### config.mk
export PLATFORM = sky130hd
export DESIGN_NAME = bpi_flash_cmd_seq
export DESIGN_NICKNAME = d
export VERILOG_FILES = /design/src/rtl/bpi_flash_cmd_seq.sv
export SDC_FILE = /design/constraint.sdc
export NUM_CORES = 1
export LEC_CHECK = 0
export ABC_AREA = 1
export ABC_CLOCK_PERIOD_IN_PS = 4200
export CAP_MARGIN = 20
export CORE_MARGIN = 4
export CORE_UTILIZATION = 40
export CTS_BUF_LIST = sky130_fd_sc_hd__clkbuf_16
export CTS_CLUSTER_SIZE = 8
export DETAILED_ROUTE_END_ITERATION = 8
export GPL_TIMING_DRIVEN = 0
export PLACE_DENSITY = 0.83
export SYNTH_ARGS = -nofsm -noshare
export SYNTH_HDL_FRONTEND = slang
export SYNTH_SLANG_ARGS = --single-unit
### constraint.sdc
create_clock -name clk -period 4.2 [get_ports clk]
set_input_delay 0.42 -clock clk [delete_from_list [all_inputs] [get_ports clk]]
set_output_delay 0.42 -clock clk [all_outputs]
set_load 0.01 [all_outputs]
### src/rtl/bpi_flash_cmd_seq.sv
// rtl/bpi_flash_cmd_seq.sv - CFI command sequencer issuing single-beat AXI accesses to a BPI flash slave
module bpi_flash_cmd_seq #(
    parameter int C_AXI_WIDTH  = 32,
    parameter int C_MEM_WIDTH  = 16,
    parameter int C_MEM_SIZE   = 134217728,
    parameter int C_POLL_LIMIT = 1000000,
    localparam int AW = $clog2(C_MEM_SIZE)
) (
    input  logic                       clk,
    input  logic                       rst,
    input  logic [1:0]                 cmd_op,
    input  logic [AW-1:0]              cmd_addr,
    input  logic [C_MEM_WIDTH-1:0]     cmd_data,
    input  logic                       cmd_valid,
    output logic                       cmd_ready,
    output logic [7:0]                 rsp_status,
    output logic                       rsp_error,
    output logic                       rsp_timeout,
    output logic                       rsp_valid,
    input  logic                       rsp_ready,
    output logic [AW-1:0]              m_axi_awaddr,
    output logic [7:0]                 m_axi_awlen,
    output logic [2:0]                 m_axi_awsize,
    output logic [1:0]                 m_axi_awburst,
    output logic                       m_axi_awvalid,
    input  logic                       m_axi_awready,
    output logic [C_AXI_WIDTH-1:0]     m_axi_wdata,
    output logic [C_AXI_WIDTH/8-1:0]   m_axi_wstrb,
    output logic                       m_axi_wlast,
    output logic                       m_axi_wvalid,
    input  logic                       m_axi_wready,
    input  logic [1:0]                 m_axi_bresp,
    input  logic                       m_axi_bvalid,
    output logic                       m_axi_bready,
    output logic [AW-1:0]              m_axi_araddr,
    output logic [7:0]                 m_axi_arlen,
    output logic [2:0]                 m_axi_arsize,
    output logic [1:0]                 m_axi_arburst,
    output logic                       m_axi_arvalid,
    input  logic                       m_axi_arready,
    input  logic [C_AXI_WIDTH-1:0]     m_axi_rdata,
    input  logic [1:0]                 m_axi_rresp,
    input  logic                       m_axi_rlast,
    input  logic                       m_axi_rvalid,
    output logic                       m_axi_rready
);

    localparam int NB   = C_AXI_WIDTH / 8;
    localparam int MB   = C_MEM_WIDTH / 8;
    localparam int NL   = C_AXI_WIDTH / C_MEM_WIDTH;
    localparam int LW   = (NL > 1) ? $clog2(NL) : 1;
    localparam int LSB  = $clog2(MB);
    localparam int PW   = $clog2(C_POLL_LIMIT + 1);
    localparam logic [PW-1:0] POLL_MAX = PW'(C_POLL_LIMIT);

    typedef enum logic [2:0] {S_IDLE, S_WR, S_WRESP, S_RD, S_RDATA, S_RSP} state_t;
    typedef enum logic [1:0] {K_WR, K_POLL, K_DONE} kind_t;
    typedef struct packed {
        kind_t                  kind;
        logic [C_MEM_WIDTH-1:0] val;
    } step_t;

    // Command scripts: each op is a short list of writes with an optional status poll.
    function automatic step_t step_at(input logic [1:0] op, input logic [2:0] s,
                                      input logic [C_MEM_WIDTH-1:0] d);
        step_t r;
        r.kind = K_DONE;
        r.val  = '0;
        case (op)
            2'd0: if (s == 3'd0) begin r.kind = K_WR; r.val = C_MEM_WIDTH'(16'h00FF); end
            2'd1, 2'd2: begin
                case (s)
                    3'd0: begin r.kind = K_WR; r.val = (op == 2'd1) ? C_MEM_WIDTH'(16'h0040) : C_MEM_WIDTH'(16'h0020); end
                    3'd1: begin r.kind = K_WR; r.val = (op == 2'd1) ? d : C_MEM_WIDTH'(16'h00D0); end
                    3'd2: begin r.kind = K_WR; r.val = C_MEM_WIDTH'(16'h0070); end
                    3'd3: r.kind = K_POLL;
                    3'd4: begin r.kind = K_WR; r.val = C_MEM_WIDTH'(16'h0050); end
                    3'd5: begin r.kind = K_WR; r.val = C_MEM_WIDTH'(16'h00FF); end
                    default: r.kind = K_DONE;
                endcase
            end
            default: begin
                case (s)
                    3'd0: begin r.kind = K_WR; r.val = C_MEM_WIDTH'(16'h0060); end
                    3'd1: begin r.kind = K_WR; r.val = C_MEM_WIDTH'(16'h00D0); end
                    3'd2: begin r.kind = K_WR; r.val = C_MEM_WIDTH'(16'h00FF); end
                    default: r.kind = K_DONE;
                endcase
            end
        endcase
        return r;
    endfunction

    function automatic state_t kind_state(input kind_t k);
        case (k)
            K_WR:    return S_WR;
            K_POLL:  return S_RD;
            default: return S_RSP;
        endcase
    endfunction

    state_t                 state_q, state_d;
    logic                   cmd_ready_q, cmd_ready_d;
    logic                   cfg_q;
    logic [1:0]             op_q, op_d;
    logic [AW-1:0]          addr_q, addr_d;
    logic [C_MEM_WIDTH-1:0] data_q, data_d;
    logic [2:0]             step_q, step_d;
    logic [PW-1:0]          poll_q, poll_d;
    logic                   aw_done_q, aw_done_d;
    logic                   w_done_q, w_done_d;
    logic [7:0]             status_q, status_d;
    logic                   err_q, err_d;
    logic                   tmo_q, tmo_d;

    step_t                  cur, nxt;
    logic [LW-1:0]          lane;
    logic [C_MEM_WIDTH-1:0] rd_word;
    logic [NB-1:0]          strb;
    logic                   unused_bits;

    assign cur     = step_at(op_q, step_q, data_q);
    assign nxt     = step_at(op_q, step_q + 3'd1, data_q);
    assign lane    = (NL > 1) ? addr_q[LSB +: LW] : '0;
    assign rd_word = m_axi_rdata[lane*C_MEM_WIDTH +: C_MEM_WIDTH];
    assign unused_bits = ^{m_axi_rlast, cmd_addr[0], cur.kind, nxt.val, rd_word[C_MEM_WIDTH-1:8]};

    always_comb begin
        strb = '0;
        for (int i = 0; i < NL; i++) begin
            if (lane == LW'(i)) strb[i*MB +: MB] = '1;
        end
    end

    always_ff @(posedge clk or posedge rst) begin
        if (rst) begin
            state_q     <= S_IDLE;
            cmd_ready_q <= 1'b0;
            cfg_q       <= 1'b0;
            op_q        <= '0;
            addr_q      <= '0;
            data_q      <= '0;
            step_q      <= '0;
            poll_q      <= '0;
            aw_done_q   <= 1'b0;
            w_done_q    <= 1'b0;
            status_q    <= '0;
            err_q       <= 1'b0;
            tmo_q       <= 1'b0;
        end else begin
            state_q     <= state_d;
            cmd_ready_q <= cmd_ready_d;
            cfg_q       <= 1'b1;
            op_q        <= op_d;
            addr_q      <= addr_d;
            data_q      <= data_d;
            step_q      <= step_d;
            poll_q      <= poll_d;
            aw_done_q   <= aw_done_d;
            w_done_q    <= w_done_d;
            status_q    <= status_d;
            err_q       <= err_d;
            tmo_q       <= tmo_d;
        end
    end

    always_comb begin
        state_d   = state_q;
        op_d      = op_q;
        addr_d    = addr_q;
        data_d    = data_q;
        step_d    = step_q;
        poll_d    = poll_q;
        aw_done_d = aw_done_q;
        w_done_d  = w_done_q;
        status_d  = status_q;
        err_d     = err_q;
        tmo_d     = tmo_q;
        // Drops on the accepting edge so a held cmd_valid is not taken twice.
        cmd_ready_d = (state_q == S_IDLE) && !(cmd_valid && cmd_ready_q);
        case (state_q)
            S_IDLE: begin
                if (cmd_valid && cmd_ready_q) begin
                    op_d      = cmd_op;
                    addr_d    = {cmd_addr[AW-1:1], 1'b0};
                    data_d    = cmd_data;
                    step_d    = '0;
                    poll_d    = '0;
                    status_d  = '0;
                    err_d     = 1'b0;
                    tmo_d     = 1'b0;
                    aw_done_d = 1'b0;
                    w_done_d  = 1'b0;
                    state_d   = S_WR;
                end
            end
            S_WR: begin
                aw_done_d = aw_done_q | (m_axi_awvalid & m_axi_awready);
                w_done_d  = w_done_q  | (m_axi_wvalid  & m_axi_wready);
                if (aw_done_d && w_done_d) begin
                    aw_done_d = 1'b0;
                    w_done_d  = 1'b0;
                    state_d   = S_WRESP;
                end
            end
            S_WRESP: begin
                if (m_axi_bvalid) begin
                    if (m_axi_bresp != 2'b00) begin
                        err_d   = 1'b1;
                        state_d = S_RSP;
                    end else begin
                        step_d  = step_q + 3'd1;
                        state_d = kind_state(nxt.kind);
                    end
                end
            end
            S_RD: begin
                if (m_axi_arready) state_d = S_RDATA;
            end
            S_RDATA: begin
                if (m_axi_rvalid) begin
                    status_d = rd_word[7:0];
                    poll_d   = (poll_q == POLL_MAX) ? poll_q : poll_q + PW'(1);
                    if (m_axi_rresp != 2'b00) begin
                        err_d   = 1'b1;
                        state_d = S_RSP;
                    end else if (rd_word[7]) begin
                        if (rd_word[5] | rd_word[4] | rd_word[3] | rd_word[1]) err_d = 1'b1;
                        step_d  = step_q + 3'd1;
                        state_d = S_WR;
                    end else if (poll_d == POLL_MAX) begin
                        // Device never went ready: skip the status clear, restore read-array.
                        tmo_d   = 1'b1;
                        step_d  = step_q + 3'd2;
                        state_d = S_WR;
                    end else begin
                        state_d = S_RD;
                    end
                end
            end
            S_RSP: begin
                if (rsp_ready) state_d = S_IDLE;
            end
            default: state_d = S_IDLE;
        endcase
    end

    assign cmd_ready     = cmd_ready_q;
    assign rsp_valid     = (state_q == S_RSP);
    assign rsp_status    = status_q;
    assign rsp_error     = err_q;
    assign rsp_timeout   = tmo_q;

    assign m_axi_awaddr  = addr_q;
    assign m_axi_awlen   = 8'd0;
    assign m_axi_awsize  = cfg_q ? 3'(LSB) : 3'd0;
    assign m_axi_awburst = cfg_q ? 2'b01 : 2'b00;
    assign m_axi_awvalid = (state_q == S_WR) && !aw_done_q;
    assign m_axi_wvalid  = (state_q == S_WR) && !w_done_q;
    assign m_axi_wdata   = m_axi_wvalid ? {NL{cur.val}} : '0;
    assign m_axi_wstrb   = m_axi_wvalid ? strb : '0;
    assign m_axi_wlast   = cfg_q;
    assign m_axi_bready  = (state_q == S_WRESP);
    assign m_axi_araddr  = addr_q;
    assign m_axi_arlen   = 8'd0;
    assign m_axi_arsize  = cfg_q ? 3'(LSB) : 3'd0;
    assign m_axi_arburst = cfg_q ? 2'b01 : 2'b00;
    assign m_axi_arvalid = (state_q == S_RD);
    assign m_axi_rready  = (state_q == S_RDATA);

endmodule

==> results of run 1 <==
==> power by group <==
part	switching [uW]	internal (uW)	leakage, uW
sequential	341	1160	0.00108
combinational	1380	1340	0.00252
clock	341	403	0.000129
total	2060	2900	0.00374
==> cell usage in the layout (no fill, tap or decap), types with 6 or more instances in the layout <==
| cell | count |
|---|---|
| dfrtp_1 | 84 |
| nand2_2 | 6 |
| o22ai_1 | 18 |
| clkbuf_1 | 13 |
| nand3_1 | 44 |
| buf_4 | 72 |
| xor2_1 | 7 |
| nor3b_1 | 7 |
| clkdlybuf4s50_1 | 182 |
| o21ai_0 | 25 |
| a21oi_1 | 17 |
| conb_1 | 25 |
| nor3_1 | 7 |
| nand2_1 | 249 |
| inv_1 | 69 |
| nor2_2 | 9 |
| clkbuf_16 | 9 |
| nand4_1 | 14 |
| nor2_1 | 55 |
| ha_1 | 12 |
==> registers in the layout, summed over array words and instances, names as in the netlist <==
name / cells
w_done_q: 1
state_q: 3
cmd_ready: 1
rsp_timeout: 1
op_q: 2
poll_q: 20
m_axi_wlast: 1
rsp_error: 1
aw_done_q: 1
step_q: 3
data_q: 16
m_axi_araddr: 26
rsp_status: 8
==> cell type report <==
| cell class | count | area share [%] |
|---|---|---|
| repair buffers | 183 | 23.7 |
| clock inverters | 7 | 0.673 |
| plain buffers | 89 | 7.78 |
| clock buffers | 9 | 2.88 |
| multi-input cells | 520 | 31.9 |
| flip-flops and latches | 84 | 26.9 |
| inverters | 70 | 3.40 |
| well taps | 176 | 2.82 |
==> through the flow <==
stage | setup slack, ns | power (uW)
after detailed placement | 1.24 | 4220
after floorplan | 1.61 | 2960
after global routing | 0.644 | 5340
after global placement | 0.283 | 4160
after CTS | 0.871 | 4970
final | 0.862 | 4970
==> cells by family after synthesis <==
kind of cell             Yosys count  share of synthesized area (%)
AND/OR/NAND/NOR                  401                           32.3
buffers and inverters            159                           16.2
flip-flops                        84                           39.1
AO/OA/AOI/OAI                     69                           7.26
adder cells (fa/ha/maj)           12                           2.79
XOR/XNOR                           8                           1.30
multiplexers                       5                          0.931
other                              2                          0.140
==> worst max-delay path, delay by kind of cell, from the launching register on <==
kind	cells	cell delay [ns]
AND/OR/NAND/NOR	3	0.93
adder cells (fa/ha/maj)	1	0.31
buffers and inverters	4	0.95
flip-flops	1	0.39
==> routing by layer <==
layer  up-vias  part of all wire (%)  GRT usage (%)  wire length (um)
li1       2697                     -              -                 -
met1      2576                    42           27.0              6840
met2       215                    49           36.7              8090
met3        23                   7.1           5.31              1180
met4         0                   2.2           7.32               368
met5         -                     0              0                 0
==> worst paths after layout <==
| path | endpoint | slack, ns | cells past startpoint |
|---|---|---|---|
| worst max-delay path | m_axi_wdata[25] | 0.86 | 8 |
| worst min-delay path | poll_q[6]$_DFFE_PP0P_ | 0.41 | 2 |
| worst max register to register | poll_q[7]$_DFFE_PP0P_ | 1.90 | 7 |
| worst min register to register | data_q[8]$_DFFE_PP0P_ | 0.47 | 2 |
| max in group asynchronous | step_q[2]$_DFFE_PP0P_ | 3.19 | 3 |
| min in group clk | data_q[8]$_DFFE_PP0P_ | 0.47 | 2 |
==> results_dict.tcl, run 1 <==
set metrics [dict create \
    ys_seq_area_share_pct 39.1 \
    antenna_found_initial 0 \
    crit_required_ns 3.78 \
    cts_tree "yes" \
    synthTopCellsByCount "nand2_1, dfrtp_1, buf_4" \
    instances_no_fill 1138 \
    gp_congestion 0.951 \
    power_per_cell_area_mw_per_mm2 636 \
    fin_util_pct 59.2 \
    netlist_area_sq_mm 0.00538 \
    final_layout_size_suffix_gt1_share_pct 12.3 \
    drc 0 \
    ctsResizeCount 0 \
    cpPeakStageDelay_ns 0.53 \
    multi_input_area_sq_mm 0.00249 \
    async_reset_ff_share_pct 100 \
    diodes 0 \
    run_status "completed" \
    tightestPinTransition_ns 0.640 \
    die_w_um 124 \
    ios 225 \
    worstPathArrival_ns 2.92 \
    regArea_sq_mm 0.00210 \
    cp-startpoint "op_q[1]$_DFFE_PP0P_" \
    portBuffers 182 \
    synth_area_leaders "dfrtp_1, nand2_1, buf_4" \
    path_clk_slew_ns 0.07 \
    synth_top_area_share_pct 39.1 \
    critPathMostFrequentCell "inv_1" \
    slowest_stage "clkdlybuf4s50_1" \
    drt_iter0_markers 452 \
    synth_seq_cells 84 \
    fp.coreArea_sq_mm 0.0132 \
    clock_skew_ns 0.00985 \
    vdd_ir_drop_max_mv 0.390 \
    crit_chain "inv_1, ha_1, inv_1, nor3_1, nand2_1, nor3b_1, buf_4, clkdlybuf4s50_1" \
    dr.pass1.iters 7 \
    cp-end-kind "output port" \
    holdBufCountCts 0 \
    numClockSinks 84 \
    synth-warning-count 0 \
    track_usage_pct 21.7 \
    grt_max_degree 60 \
    post_cts_buffers 0 \
    n_fill_cell 1140 \
    crit_type "flip-flop to output port" \
    ant_nets 0 \
    die_h_um 124 \
    relSlewSlack_pct 57.3 \
    rsz0062_at_grt "false" \
    cts_made_buffers 9 \
    slew_violations 0 \
    fin_tns_setup_ns 0 \
    period_needed_ns 3.34 \
    areaGrowthSynthToFinish_pct 45.3 \
    nets 1060 \
    root_buffer "clkbuf_16" \
    synth_edf_count 0 \
    dieArea_sq_mm 0.0154 \
    hold_slack_ns 0.411 \
    synth_cell_types 33 \
    placed_area_sq_mm 0.00753 \
    start_util_pct 40.8 \
    row_count 42 \
    clock_latency_ns 0.34 \
    viasPerCell 4.84 \
    fmax_ghz 0.300 \
    p_leak_uw 0.00374 \
    hold_violations 0 \
    wl_per_cell_um 14.5 \
    worstHoldPathType "input port to async pin" \
    yosys.area.top_type "dfrtp_1" \
    placed_cells 1122 \
    maxCapViolations 0 \
    syn_avg_cell_area_sq_um 7.27 \
    grt_pass1_vias 5259 \
    grt_overflow 0 \
    rr_startpoint "state_q[1]$_DFFE_PP0P_" \
    grt_pass1_wl_um 26100 \
    setup_viol 0 \
    dpl.hpwl_um 13100 \
    post-route-cell-area_sq_mm 0.00781 \
    critPathMaxFanout 7 \
    synth_ff_type "dfrtp_1" \
    fin_crit_sh_pct 79.5 \
    num_vias 5511 \
    clk_path_buf_depth 2 \
    wirelength_um 16500 \
    synth_cells 740 \
    cp-start-kind "flip-flop" \
    h-tree-depth 3 \
    synth_most_common_cell "nand2_1" \
]
(Power assumes the default switching activity.)
==> run 2: changes to the inputs <==
--- a/config.mk
+++ b/config.mk
@@ -6,7 +6,7 @@
 export NUM_CORES = 1
 export LEC_CHECK = 0
 export ABC_AREA = 1
-export ABC_CLOCK_PERIOD_IN_PS = 4200
+export ABC_CLOCK_PERIOD_IN_PS = 3500
 export CAP_MARGIN = 20
 export CORE_MARGIN = 4
 export CORE_UTILIZATION = 40
==> constraint.sdc (replaced) <==
create_clock -name clk -period 3.5 [get_ports clk]
set_input_delay 0.35 -clock clk [delete_from_list [all_inputs] [get_ports clk]]
set_output_delay 0.35 -clock clk [all_outputs]
set_load 0.01 [all_outputs]
==> results of run 2 <==
Same layout as run 1 (identical final DEF). Status: completed.
Main changes from that run: setup slack after placement 1.24 ns -> 0.607 ns; setup slack after layout 0.862 ns -> 0.232 ns; hold slack 0.411 ns -> 0.341 ns; register-to-register setup slack 1.90 ns -> 1.20 ns; total power 4970 uW -> 5960 uW; worst IR drop on VDD 0.390 mV -> 0.468 mV
==> run 3: changes to the inputs <==
--- a/config.mk
+++ b/config.mk
@@ -13,7 +13,6 @@
 export CTS_BUF_LIST = sky130_fd_sc_hd__clkbuf_16
 export CTS_CLUSTER_SIZE = 8
 export DETAILED_ROUTE_END_ITERATION = 8
-export GPL_TIMING_DRIVEN = 0
 export PLACE_DENSITY = 0.83
 export SYNTH_ARGS = -nofsm -noshare
 export SYNTH_HDL_FRONTEND = slang
==> results_dict.tcl, run 3 (same netlist as run 1, synthesis figures left out) <==
set metrics [dict create \
    wl_per_cell_um 14.3 \
    ant_nets 0 \
    start_util_pct 40.8 \
    numClockSinks 84 \
    post-route-cell-area_sq_mm 0.00725 \
    clock_latency_ns 0.34 \
    power_per_cell_area_mw_per_mm2 789 \
    holdBufCountCts 0 \
    p_leak_uw 0.00337 \
    fmax_ghz 0.320 \
    areaGrowthSynthToFinish_pct 34.9 \
    maxCapViolations 0 \
    period_needed_ns 3.13 \
    grt_pass1_wl_um 24100 \
    diodes 0 \
    nets 975 \
    die_h_um 124 \
    cts_tree "yes" \
    cp-start-kind "flip-flop" \
    drc 0 \
    critPathMaxFanout 7 \
    portBuffers 182 \
    cp-end-kind "output port" \
    grt_max_degree 56 \
    placed_cells 1037 \
    placed_area_sq_mm 0.00694 \
    path_clk_slew_ns 0.06 \
    clock_skew_ns 0.00639 \
    instances_no_fill 1053 \
    cpPeakStageDelay_ns 0.63 \
    dr.pass1.iters 5 \
    fp.coreArea_sq_mm 0.0132 \
    antenna_found_initial 0 \
    slowest_stage "clkdlybuf4s50_1" \
    cts_made_buffers 9 \
    final_layout_size_suffix_gt1_share_pct 5.36 \
    ctsResizeCount 0 \
    worstHoldPathType "input port to async pin" \
    num_vias 5034 \
    dpl.hpwl_um 11600 \
    clk_path_buf_depth 2 \
    dieArea_sq_mm 0.0154 \
    viasPerCell 4.78 \
    final_cell_mix "nand2_1, clkdlybuf4s50_1, dfrtp_1" \
    fin_tns_setup_ns 0 \
    row_count 42 \
    crit_required_ns 3.15 \
    die_w_um 124 \
    critPathMostFrequentCell "inv_1" \
    hold_violations 0 \
    grt_pass1_vias 4864 \
    fin_crit_sh_pct 89.4 \
    wirelength_um 15100 \
    root_buffer "clkbuf_16" \
    relSlewSlack_pct 47.1 \
    slew_violations 0 \
    crit_type "flip-flop to output port" \
    ios 225 \
    track_usage_pct 19.9 \
    worstPathArrival_ns 2.78 \
    post_cts_buffers 0 \
    drt_iter0_markers 261 \
    h-tree-depth 3 \
    grt_overflow 0 \
    run_status "completed" \
    largest_reg_flops 26 \
    gp_congestion 0.965 \
    rsz0062_at_grt "false" \
    tightestPinTransition_ns 0.793 \
    setup_viol 0 \
    vdd_ir_drop_max_mv 0.434 \
    layout_commonest_cell "nand2_1" \
    crit_chain "inv_1, ha_1, inv_1, nor3_1, nand2_1, nor3b_1, clkdlybuf4s50_1" \
    finalPower_uw 5730 \
]
-- run 3: worst paths after layout --
check / slack [ns] / to / depth (start not counted) / start
min in group clk: 0.47 / data_q[10]$_DFFE_PP0P_ / 2 / data_q[10]$_DFFE_PP0P_
worst min register to register: 0.47 / data_q[10]$_DFFE_PP0P_ / 2 / data_q[10]$_DFFE_PP0P_
max in group asynchronous: 2.26 / data_q[9]$_DFFE_PP0P_ / 3 / rst
worst max-delay path: 0.37 / m_axi_wdata[11] / 7 / op_q[0]$_DFFE_PP0P_
worst min-delay path: 0.46 / m_axi_araddr[18]$_DFFE_PP0P_ / 2 / rst
worst max register to register: 1.17 / poll_q[7]$_DFFE_PP0P_ / 7 / state_q[1]$_DFFE_PP0P_
-- run 3: report_power, final --
group	switching, uW	internal (uW)	total (uW)	leakage, uW
clock network	375	617	992	0.000163
registers	429	1390	1820	0.00108
logic	1540	1370	2910	0.00212
total	2350	3380	5730	0.00337
-- run 3: routing by layer --
metal / vias up / routed length [um] / track usage (%)
met5: - / 0 / 0
met4: 0 / 297 / 7.05
met3: 20 / 1070 / 5.04
met2: 190 / 7460 / 33.1
met1: 2296 / 6260 / 25.2
li1: 2528 / - / -
-- run 3: area by class of cell --
| type | count | area [sq um] |
|---|---|---|
| fill | 1203 | 5940 |
| multi-input combinational | 520 | 2500 |
| sequential | 84 | 2100 |
| timing repair buffer | 187 | 1860 |
| inverter | 70 | 264 |
| clock buffer | 9 | 225 |
| tap | 176 | 220 |
| clock inverter | 7 | 85.1 |
-- run 3: critical path, delay by kind of cell (launching register included) --
kind | cells | cell delay (ns)
and+or+nand+nor | 3 | 0.89
buffers and inverters | 3 | 0.79
DFF | 1 | 0.38
adders and majority gates | 1 | 0.38
-- run 3: through the flow --
stage | worst slack, ns | util, % | hold slack (ns)
6_report | 0.373 | 55.0 | 0.464
5_1_grt | 0.156 | 55.0 | 0.483
4_1_cts | 0.373 | 55.0 | 0.470
3_5_place_dp | 0.751 | 52.6 | 0.452
3_3_place_gp | 0.796 | 52.6 | 0.450
2_1_floorplan | 0.985 | - | 0.434
